<file path="src/rtl/memwb_writeback.sv">
// MEM/WB pipeline register and writeback select for SimpleRISC.
// Holds the MEM/WB register, waits for load data from data memory and picks the
// value written to the register file. Also drives the WB->EXT forwarding register
// (rd/data plus its stall) and back-pressures MEM while a load is outstanding.
//
// Ports:
//   clk, rst_n      clock, synchronous active-low reset
//   valid_MEM       MEM stage presents an instruction
//   rd_MEM          destination register
//   ALUResult_MEM   ALU result
//   PC_MEM          instruction PC (call return address = PC + 4)
//   isWb_MEM        instruction writes a register
//   isLd_MEM        instruction is a load
//   isCall_MEM      instruction is a call
//   mem_rvalid      load data valid (single-cycle pulse)
//   mem_rdata       load data
//   stall_MEM       hold the MEM stage while a load is outstanding
//   rd_WB           writeback register index
//   WriteData_WB    writeback data
//   RegWrite_WB     register-file write enable
//   stall_WBEXT     hold the WB->EXT forwarding register (no write this cycle)
//   err_timeout     sticky load-timeout flag, cleared only by reset
module memwb_writeback #(
    parameter int unsigned RA_REG  = 15,
    parameter int unsigned TIMEOUT = 64
) (
    input  logic        clk,
    input  logic        rst_n,
    input  logic        valid_MEM,
    input  logic [4:0]  rd_MEM,
    input  logic [31:0] ALUResult_MEM,
    input  logic [31:0] PC_MEM,
    input  logic        isWb_MEM,
    input  logic        isLd_MEM,
    input  logic        isCall_MEM,
    input  logic        mem_rvalid,
    input  logic [31:0] mem_rdata,
    output logic        stall_MEM,
    output logic [4:0]  rd_WB,
    output logic [31:0] WriteData_WB,
    output logic        RegWrite_WB,
    output logic        stall_WBEXT,
    output logic        err_timeout
);

    localparam int unsigned CW = $clog2(TIMEOUT);
    localparam logic [CW-1:0] CNT_LAST = CW'(TIMEOUT - 1);

    typedef enum logic [1:0] {StIdle, StWait, StDone} state_t;

    state_t        state_q, state_d;
    logic [CW-1:0] cnt_q, cnt_d;
    logic [4:0]    rd_q, rd_d;
    logic [31:0]   data_q, data_d;
    logic          we_q, we_d;
    logic          iswb_q, iswb_d;
    logic          err_q, err_d;

    always_comb begin
        state_d = state_q;
        cnt_d   = cnt_q;
        rd_d    = rd_q;
        data_d  = data_q;
        we_d    = we_q;
        iswb_d  = iswb_q;
        err_d   = err_q;
        case (state_q)
            StIdle, StDone: begin
                // DONE accepts exactly like IDLE; the written-back load already
                // sits in the output registers for this cycle.
                if (!valid_MEM) begin
                    we_d    = 1'b0;
                    state_d = StIdle;
                end else if (isLd_MEM) begin
                    rd_d    = rd_MEM;
                    we_d    = 1'b0;
                    iswb_d  = isWb_MEM;
                    cnt_d   = '0;
                    state_d = StWait;
                end else begin
                    we_d    = isWb_MEM;
                    state_d = StIdle;
                    if (isCall_MEM) begin
                        rd_d   = 5'(RA_REG);
                        data_d = PC_MEM + 32'd4;
                    end else begin
                        rd_d   = rd_MEM;
                        data_d = ALUResult_MEM;
                    end
                end
            end
            StWait: begin
                we_d = 1'b0;
                // Data arriving in the last allowed cycle still wins over timeout.
                if (mem_rvalid) begin
                    data_d  = mem_rdata;
                    we_d    = iswb_q;
                    state_d = StDone;
                end else if (cnt_q == CNT_LAST) begin
                    err_d   = 1'b1;
                    state_d = StIdle;
                end else begin
                    cnt_d = cnt_q + 1'b1;
                end
            end
            default: begin
                we_d    = 1'b0;
                state_d = StIdle;
            end
        endcase
    end

    always_ff @(posedge clk) begin
        if (!rst_n) begin
            state_q <= StIdle;
            cnt_q   <= '0;
            rd_q    <= '0;
            data_q  <= '0;
            we_q    <= 1'b0;
            iswb_q  <= 1'b0;
            err_q   <= 1'b0;
        end else begin
            state_q <= state_d;
            cnt_q   <= cnt_d;
            rd_q    <= rd_d;
            data_q  <= data_d;
            we_q    <= we_d;
            iswb_q  <= iswb_d;
            err_q   <= err_d;
        end
    end

    assign stall_MEM    = (state_q == StWait);
    assign rd_WB        = rd_q;
    assign WriteData_WB = data_q;
    assign RegWrite_WB  = we_q;
    assign stall_WBEXT  = ~we_q;
    assign err_timeout  = err_q;

endmodule

</file>
<file path="config.mk">
export PLATFORM = sky130hd
export DESIGN_NAME = memwb_writeback
export DESIGN_NICKNAME = d
export VERILOG_FILES = /design/src/rtl/memwb_writeback.sv
export SDC_FILE = /design/constraint.sdc
export NUM_CORES = 1
export LEC_CHECK = 0
export ABC_AREA = 1
export BUFFER_PORTS_ARGS = -buffer_cell sky130_fd_sc_hd__clkbuf_2
export CORE_MARGIN = 4
export CORE_UTILIZATION = 30
export CTS_CLUSTER_DIAMETER = 80
export DETAILED_ROUTE_END_ITERATION = 8
export GPL_ROUTABILITY_DRIVEN = 0
export PLACE_DENSITY = 0.52
export SYNTH_ARGS = -nofsm -noshare
export SYNTH_HDL_FRONTEND = slang
export SYNTH_SLANG_ARGS = --single-unit
</file>
<file path="constraint.sdc">
create_clock -name clk -period 2.8 [get_ports clk]
set_input_delay 0.14 -clock clk [delete_from_list [all_inputs] [get_ports clk]]
set_output_delay 0.14 -clock clk [all_outputs]
set_load 0.03 [all_outputs]
</file>
==> insert_results.sql, run 1 <==
INSERT INTO impl_metrics (metric_group, metric, value, unit) VALUES
('synthesis', 'synth-edff-count', '0', ''),
('critical_path', 'crit-reg2reg-launch', 'state_q[0]', ''),
('finish', 'antennaDiodeCount', '0', ''),
('sta', 'final-max-slew-violation-count', '0', ''),
('global_route', 'grt_pass1_vias', '3816', ''),
('sta', 'tightest_slew', '0.626', 'ns'),
('sta', 'fin_worst_skew', '0.00921', 'ns'),
('critical_path', 'critical_path.max_fanout', '29', ''),
('hold_path', 'hold_path.startpoint', 'rd_MEM[2]', ''),
('synthesis', 'ys_seq_elements', '48', ''),
('power', 'static-leakage-power', '2.19', 'nW'),
('sta', 'finalHoldViolations', '0', ''),
('synthesis', 'synth.yosys.seq_area_share', '29.3', '%'),
('sta', 'max_freq', '549', 'MHz'),
('clock_tree', 'post_cts_hold_fix_bufs', '0', ''),
('placed_design', 'place_area', '4130', 'sq um'),
('drt', 'residual_antenna_violating_net_count_after_detailed_routing', '0', ''),
('finish', 'nFillCells', '1199', ''),
('drt', 'first_pass_iters', '5', ''),
('power', 'cellPowerDensity', '408', 'nW/um^2'),
('run_status', 'outcome', 'complete, no violations', ''),
('clock_tree', 'insertion_delay', '0.30', 'ns'),
('power', 'vdd_drop_max', '178', 'uV'),
('floorplanning', 'fp.dieArea', '12700', 'sq um'),
('synthesis', 'post_synth_num_cell_types', '36', ''),
('floorplanning', 'rows', '37', ''),
('clock_tree', 'clock_tree_from_tritoncts', 'built', ''),
('finish', 'final_cell_mix', '171 x sky130_fd_sc_hd__nand2_1, 148 x sky130_fd_sc_hd__clkbuf_2, 84 x sky130_fd_sc_hd__nor2_1', ''),
('global_route', 'antenna_found_initial', '0', ''),
('finish', 'post_route_cells_drive_above_1_share', '27.7', '%'),
('critical_path', 'crit_required', '3.03', 'ns'),
('clock_tree', 'max-clock-path-buffers', '2', ''),
('drt', 'vias', '3866', ''),
('critical_path', 'start_kind', 'flip-flop', ''),
('clock_tree', 'htreeDepth', '2', ''),
('drt', 'vias_per_cell', '4.68', ''),
('placed_design', 'detailed_place_hpwl', '9.22', 'mm'),
('hold_path', 'worst_hold_path_type', 'in2reg', ''),
('floorplanning', 'dieWidth', '112', 'um'),
('floorplanning', 'io_pins', '149', ''),
('critical_path', 'cp.arrival', '2.05', 'ns'),
('synthesis', 'synthesis.instances', '551', ''),
('critical_path', 'critical-path-slowest-cell', 'sky130_fd_sc_hd__dfxtp_1', ''),
('floorplanning', 'initial_utilization', '31.3', '%'),
('global_route', 'globalRouteOverflowTotal', '0', ''),
('placed_design', 'io_buffers', '148', ''),
('sta', 'final_critical_path_setup_slack', '0.980', 'ns'),
('critical_path', 'maximum_cell_stage_delay_along_the_critical_path', '0.46', 'ns'),
('clock_tree', 'clk_pin_slew_worst_paths', '0.10', 'ns'),
('sta', 'final_min_period_over_clock_period', '65.0', '%'),
('placed_design', 'place_ws', '0.978', 'ns'),
('clock_tree', 'cts_inserted_buffers', '5', ''),
('finish', 'final_common_cell', 'sky130_fd_sc_hd__nand2_1', ''),
('synthesis', 'netlist_area_before_placement', '3280', 'sq um'),
('drt', 'finalWirelength', '11.4', 'mm'),
('job', 'max_cap_viol_count', '0', ''),
('floorplanning', 'core_area', '10500', 'sq um'),
('sta', 'timing.setup.tns', '0', 'ns'),
('clock_tree', 'cts.sinks', '48', ''),
('critical_path', 'endpoint_kind', 'flip-flop', ''),
('global_route', 'grtUsageTotal', '17.9', '%'),
('global_route', 'grt_pass1_wl', '18.7', 'mm'),
('synthesis', 'synth_fp_nets', '661', ''),
('drt', 'wire_per_inst', '13.8', 'um'),
('finish', 'final_cell_area', '4230', 'sq um'),
('clock_tree', 'cts.repair.resized', '0', ''),
('drt', 'first_iter_violations', '197', ''),
('clock_tree', 'clk_root_buffer_cell', 'sky130_fd_sc_hd__clkbuf_8', ''),
('synthesis', 'synth_area_per_cell', '5.94', 'sq um'),
('drt', 'drt_drc_violations_left', '0', ''),
('sta', 'rsz0062_at_grt', 'no', '');
Yosys cell counts, types with 3 or more instances:
master,instances,area [sq um]
sky130_fd_sc_hd__inv_1,45,169
sky130_fd_sc_hd__clkbuf_1,14,52.6
sky130_fd_sc_hd__a211oi_1,4,30.0
sky130_fd_sc_hd__nor2_1,84,315
sky130_fd_sc_hd__o21ai_0,23,115
sky130_fd_sc_hd__xnor2_1,7,61.3
sky130_fd_sc_hd__nand2_1,171,642
sky130_fd_sc_hd__or2_2,7,43.8
sky130_fd_sc_hd__dfxtp_1,48,961
sky130_fd_sc_hd__a21oi_1,54,270
sky130_fd_sc_hd__nor2_2,7,43.8
sky130_fd_sc_hd__inv_2,5,18.8
sky130_fd_sc_hd__nand3_1,37,185
sky130_fd_sc_hd__xor2_1,4,35.0
sky130_fd_sc_hd__buf_2,3,15.0
sky130_fd_sc_hd__o21ai_1,9,45.0
area by class of cell:
type | instances | area [sq um] | area share, %
clock inverters | 2 | 13.8 | 0.326
inverters | 53 | 204 | 4.82
multi-input cells | 429 | 2010 | 47.6
flip-flops and latches | 48 | 961 | 22.7
well taps | 136 | 170 | 4.02
repair buffers | 152 | 783 | 18.5
clock buffers | 6 | 82.6 | 1.95
state kept, by name, indices dropped and copies added (netlist names):
register      cells
RegWrite_WB       1
WriteData_WB     32
cnt_q             6
err_timeout       1
iswb_q            1
rd_WB             5
state_q           2
worst paths after layout:
kind	to	slack [ns]	cells after the start
max	WriteData_WB[8]	0.98	9
min	rd_WB[2]	0.08	3
max reg2reg	WriteData_WB[8]	0.98	9
min reg2reg	cnt_q[4]	0.45	2
worst max-delay path: cells and delay by family (launching register included):
kind	cells	cell delay, ns
buffers and inverters	3	0.42
flip-flops	1	0.46
AO/OA/AOI/OAI	3	0.37
AND/OR/NAND/NOR	3	0.49
power by group:
group          internal, W  leakage [nW]  switching (W)
clock network     0.000203        0.0516       0.000254
logic             0.000181          1.75       0.000333
registers         0.000728         0.394      0.0000262
routing by layer:
layer	vias up	global-route usage, %	part of all wire (%)
met5	-	0	0
met4	0	3.45	0.71
met3	6	5.01	7.7
met2	128	31.8	48
met1	1707	21.7	44
li1	2025	-	-
cells by family after synthesis:
family,after synthesis,share of synthesized area (%)
compound gates,100,17.1
buf+inv,74,9.21
flops,48,29.3
simple gates,316,40.6
fa+ha+maj,2,0.764
xor+xnor,11,2.94
through the flow:
step                utilization (%)  instances  power [W]  hold WS [ns]
floorplan                         -        551    0.00109         0.278
global placement               39.5        818    0.00129         0.383
detailed placement             39.5        818    0.00129         0.384
CTS                            40.4        826    0.00175        0.0701
global route                   40.4        826    0.00183        0.0880
finish                         40.4        826    0.00173        0.0837
No activity file was read; power rests on OpenSTA's default activity.
==> run 2, diff against run 1 <==
- ABC_AREA: 1 -> 0
- PLACE_DENSITY: 0.52 -> 0.53
- clock period: 2.8 -> 1.9 ns (I/O delays scaled with it)
==> run 2 against run 1 <==
Effect of this change: register-to-register slack worse by 0.79 ns; synthesized cell count is 26% lower; count of clock-buffer cells in the layout stayed put; clock power is 79% higher; critical endpoint is now WriteData_WB[27]; largest power group unchanged; highest routed layer unchanged.
==> insert_results.sql, run 2 <==
INSERT INTO impl_metrics (metric_group, metric, value, unit) VALUES
('run_status', 'outcome', 'complete, no violations', ''),
('finish', 'fin_nets', '661', ''),
('finish', 'final_common_cell', 'sky130_fd_sc_hd__clkbuf_2', ''),
('finish', 'largest_register_ffs', '32', ''),
('finish', 'final_cell_mix', '148 x sky130_fd_sc_hd__clkbuf_2, 48 x sky130_fd_sc_hd__dfxtp_1, 38 x sky130_fd_sc_hd__nand2_1', ''),
('critical_path', 'rrSetupSlack', '0.19', 'ns'),
('placed_design', 'place_area', '3980', 'sq um'),
('sta', 'max_freq', '585', 'MHz'),
('drt', 'vias', '3597', ''),
('synthesis', 'ys_seq_elements', '48', ''),
('drt', 'vias_per_cell', '5.25', ''),
('synthesis', 'synth_commonest_cells', '48 x sky130_fd_sc_hd__dfxtp_1, 38 x sky130_fd_sc_hd__nand2_1, 34 x sky130_fd_sc_hd__a21oi_1, 26 x sky130_fd_sc_hd__nor2_1, 24 x sky130_fd_sc_hd__o21ai_1', ''),
('clock_tree', 'htreeDepth', '2', ''),
('finish', 'post_route_cells_drive_above_1_share', '33.3', '%'),
('synthesis', 'synthesis.instances', '408', ''),
('sta', 'final_min_period_over_clock_period', '89.9', '%'),
('global_route', 'globalRouteOverflowTotal', '0', ''),
('synthesis', 'yosys.area.top_type', 'sky130_fd_sc_hd__dfxtp_1', ''),
('global_route', 'grtUsageTotal', '18.0', '%'),
('sta', 'finalHoldViolations', '0', ''),
('synthesis', 'synth_fp_nets', '518', ''),
('floorplanning', 'core_area', '9820', 'sq um'),
('sta', 'report.final.setup_viol', '0', ''),
('clock_tree', 'insertion_delay', '0.31', 'ns'),
('sta', 'rsz0062_at_grt', 'no', ''),
('clock_tree', 'clock_tree_from_tritoncts', 'built', ''),
('synthesis', 'synth-edff-count', '0', ''),
('critical_path', 'critical_path.max_fanout', '9', ''),
('clock_tree', 'max-clock-path-buffers', '2', ''),
('critical_path', 'cp.buffers_inverters', '1', ''),
('clock_tree', 'clk_root_buffer_cell', 'sky130_fd_sc_hd__clkbuf_8', ''),
('critical_path', 'critical-path-slowest-cell', 'sky130_fd_sc_hd__or3_1', ''),
('floorplanning', 'rows', '36', ''),
('critical_path', 'crit_required', '2.10', 'ns'),
('sta', 'final-max-slew-violation-count', '0', ''),
('critical_path', 'maximum_cell_stage_delay_along_the_critical_path', '0.36', 'ns'),
('sta', 'timing.setup.tns', '0', 'ns'),
('clock_tree', 'cts.repair.resized', '0', ''),
('power', 'cellPowerDensity', '663', 'nW/um^2'),
('synthesis', 'synth_area_per_cell', '7.48', 'sq um'),
('hold_path', 'worst_hold_path_type', 'in2reg', ''),
('critical_path', 'start_kind', 'flip-flop', ''),
('floorplanning', 'io_pins', '149', ''),
('finish', 'nFillCells', '1087', ''),
('synthesis', 'netlist.area_leader.share', '31.5', '%'),
('floorplanning', 'initial_utilization', '31.1', '%'),
('sta', 'timing.final.crit_period', '1.71', 'ns'),
('placed_design', 'detailed_place_hpwl', '8.44', 'mm'),
('drt', 'wire_per_inst', '15.8', 'um'),
('finish', 'antennaDiodeCount', '0', ''),
('critical_path', 'endpoint_kind', 'flip-flop', ''),
('critical_path', 'worst_setup_path_startpoint', 'state_q[1]', ''),
('critical_path', 'crit-reg2reg-launch', 'state_q[1]', ''),
('hold_path', 'hold_path.startpoint', 'rd_MEM[3]', ''),
('finish', 'multi_input_combinational_cell_area', '1910', 'sq um'),
('floorplanning', 'die_height', '109', 'um'),
('synthesis', 'yosys.cell_count.top_type', 'sky130_fd_sc_hd__dfxtp_1', ''),
('clock_tree', 'cts_inserted_buffers', '5', ''),
('sta', 'hold-worst-slack', '0.00879', 'ns'),
('placed_design', 'io_buffers', '148', ''),
('synthesis', 'dominant_register_cell_in_the_synthesized_netlist', 'sky130_fd_sc_hd__dfxtp_1', ''),
('sta', 'slew-limit-headroom', '69.0', '%'),
('power', 'vdd_drop_max', '282', 'uV'),
('critical_path', 'crit_chain', 'nand2b_1 > inv_2 > a21o_2 > o21ai_1 > a31oi_1 > or3_1', ''),
('power', 'static-leakage-power', '1.82', 'nW'),
('global_route', 'grt_pass1_wl', '16.9', 'mm'),
('global_route', 'grt_start_max_net_pins', '33', ''),
('synthesis', 'synth_warnings', '0', ''),
('drt', 'first_pass_iters', '4', ''),
('floorplanning', 'dieWidth', '109', 'um'),
('drt', 'first_iter_violations', '162', ''),
('clock_tree', 'cts.sinks', '48', ''),
('critical_path', 'critPathTopFamily', 'compound AO/OA/AOI/OAI gates', ''),
('global_route', 'grt_pass1_vias', '3402', ''),
('synthesis', 'synth_async_reset_ratio', '0', '%'),
('sta', 'tightest_slew', '0.461', 'ns'),
('drt', 'residual_antenna_violating_net_count_after_detailed_routing', '0', ''),
('finish', 'area_growth', '34.3', '%'),
('synthesis', 'netlist_top_cells_area', 'sky130_fd_sc_hd__dfxtp_1 31%, sky130_fd_sc_hd__a21oi_1 5.6%, sky130_fd_sc_hd__nand2_1 4.7%', ''),
('global_route', 'antenna_found_initial', '0', ''),
('finish', 'final_cell_area', '4100', 'sq um'),
('floorplanning', 'fp.dieArea', '11800', 'sq um'),
('finish', 'ff_latch_area', '961', 'sq um'),
('synthesis', 'synth.yosys.seq_area_share', '31.5', '%'),
('job', 'max_cap_viol_count', '0', ''),
('clock_tree', 'clk_pin_slew_worst_paths', '0.10', 'ns'),
('critical_path', 'criticalPathCategory', 'reg2reg', ''),
('drt', 'drt_drc_violations_left', '0', ''),
('sta', 'fin_worst_skew', '0.00599', 'ns'),
('clock_tree', 'cts_setup_buffers', '0', ''),
('synthesis', 'netlist_area_before_placement', '3050', 'sq um'),
('drt', 'finalWirelength', '10.9', 'mm'),
('synthesis', 'post_synth_num_cell_types', '55', ''),
('clock_tree', 'post_cts_hold_fix_bufs', '0', ''),
('critical_path', 'cp.arrival', '1.91', 'ns');
-- run 2: report_power, final --
group / internal (W) / leakage (nW) / switching [W]
Clock: 0.000431 / 0.0614 / 0.000384
Sequential: 0.00108 / 0.395 / 0.0000414
Combinational: 0.000291 / 1.36 / 0.000488
-- run 2: per-stage QoR --
stage / power (W) / cells / utilization [%] / setup WS [ns]
CTS: 0.00275 / 685 / 41.7 / 0.203
global placement: 0.00192 / 677 / 40.5 / 0.275
detailed placement: 0.00193 / 677 / 40.5 / 0.223
global route: 0.00287 / 685 / 41.7 / 0.0688
floorplan: 0.00160 / 408 / - / 0.258
finish: 0.00272 / 685 / 41.7 / 0.191
-- run 2: logic make-up after synthesis --
group	share of synthesized area (%)
simple gates	28.5
compound gates	27.4
flops	31.5
buf+inv	6.07
xor+xnor	4.31
mux	1.35
fa+ha+maj	0.820
-- run 2: worst min-delay path: cells and delay by family --
kind | cells | cell delay, ns
compound gates | 1 | 0.05
buf+inv | 1 | 0.07
simple gates | 1 | 0.07
-- run 2: routing by layer --
metal | GRT usage [%] | vias up | wire length, um
met4 | 4.15 | 0 | 121
met5 | 0 | - | 0
met3 | 4.91 | 11 | 937
met2 | 29.6 | 129 | 4910
met1 | 23.6 | 1655 | 4880
li1 | - | 1802 | -
-- run 2: final cells by class --
type                       instances  share of cell area (%)
clock buffer                       6                    2.02
clock inverter                     2                   0.947
inverter                          17                    1.56
multi-input combinational        316                    46.5
sequential                        48                    23.5
tap                              133                    4.06
timing repair buffer             163                    21.4
-- run 2: final timing paths --
path                 endpoint  depth (start not counted)
max          WriteData_WB[27]                          6
min                  rd_WB[3]                          3
max reg2reg  WriteData_WB[27]                          6
min reg2reg   WriteData_WB[0]                          2
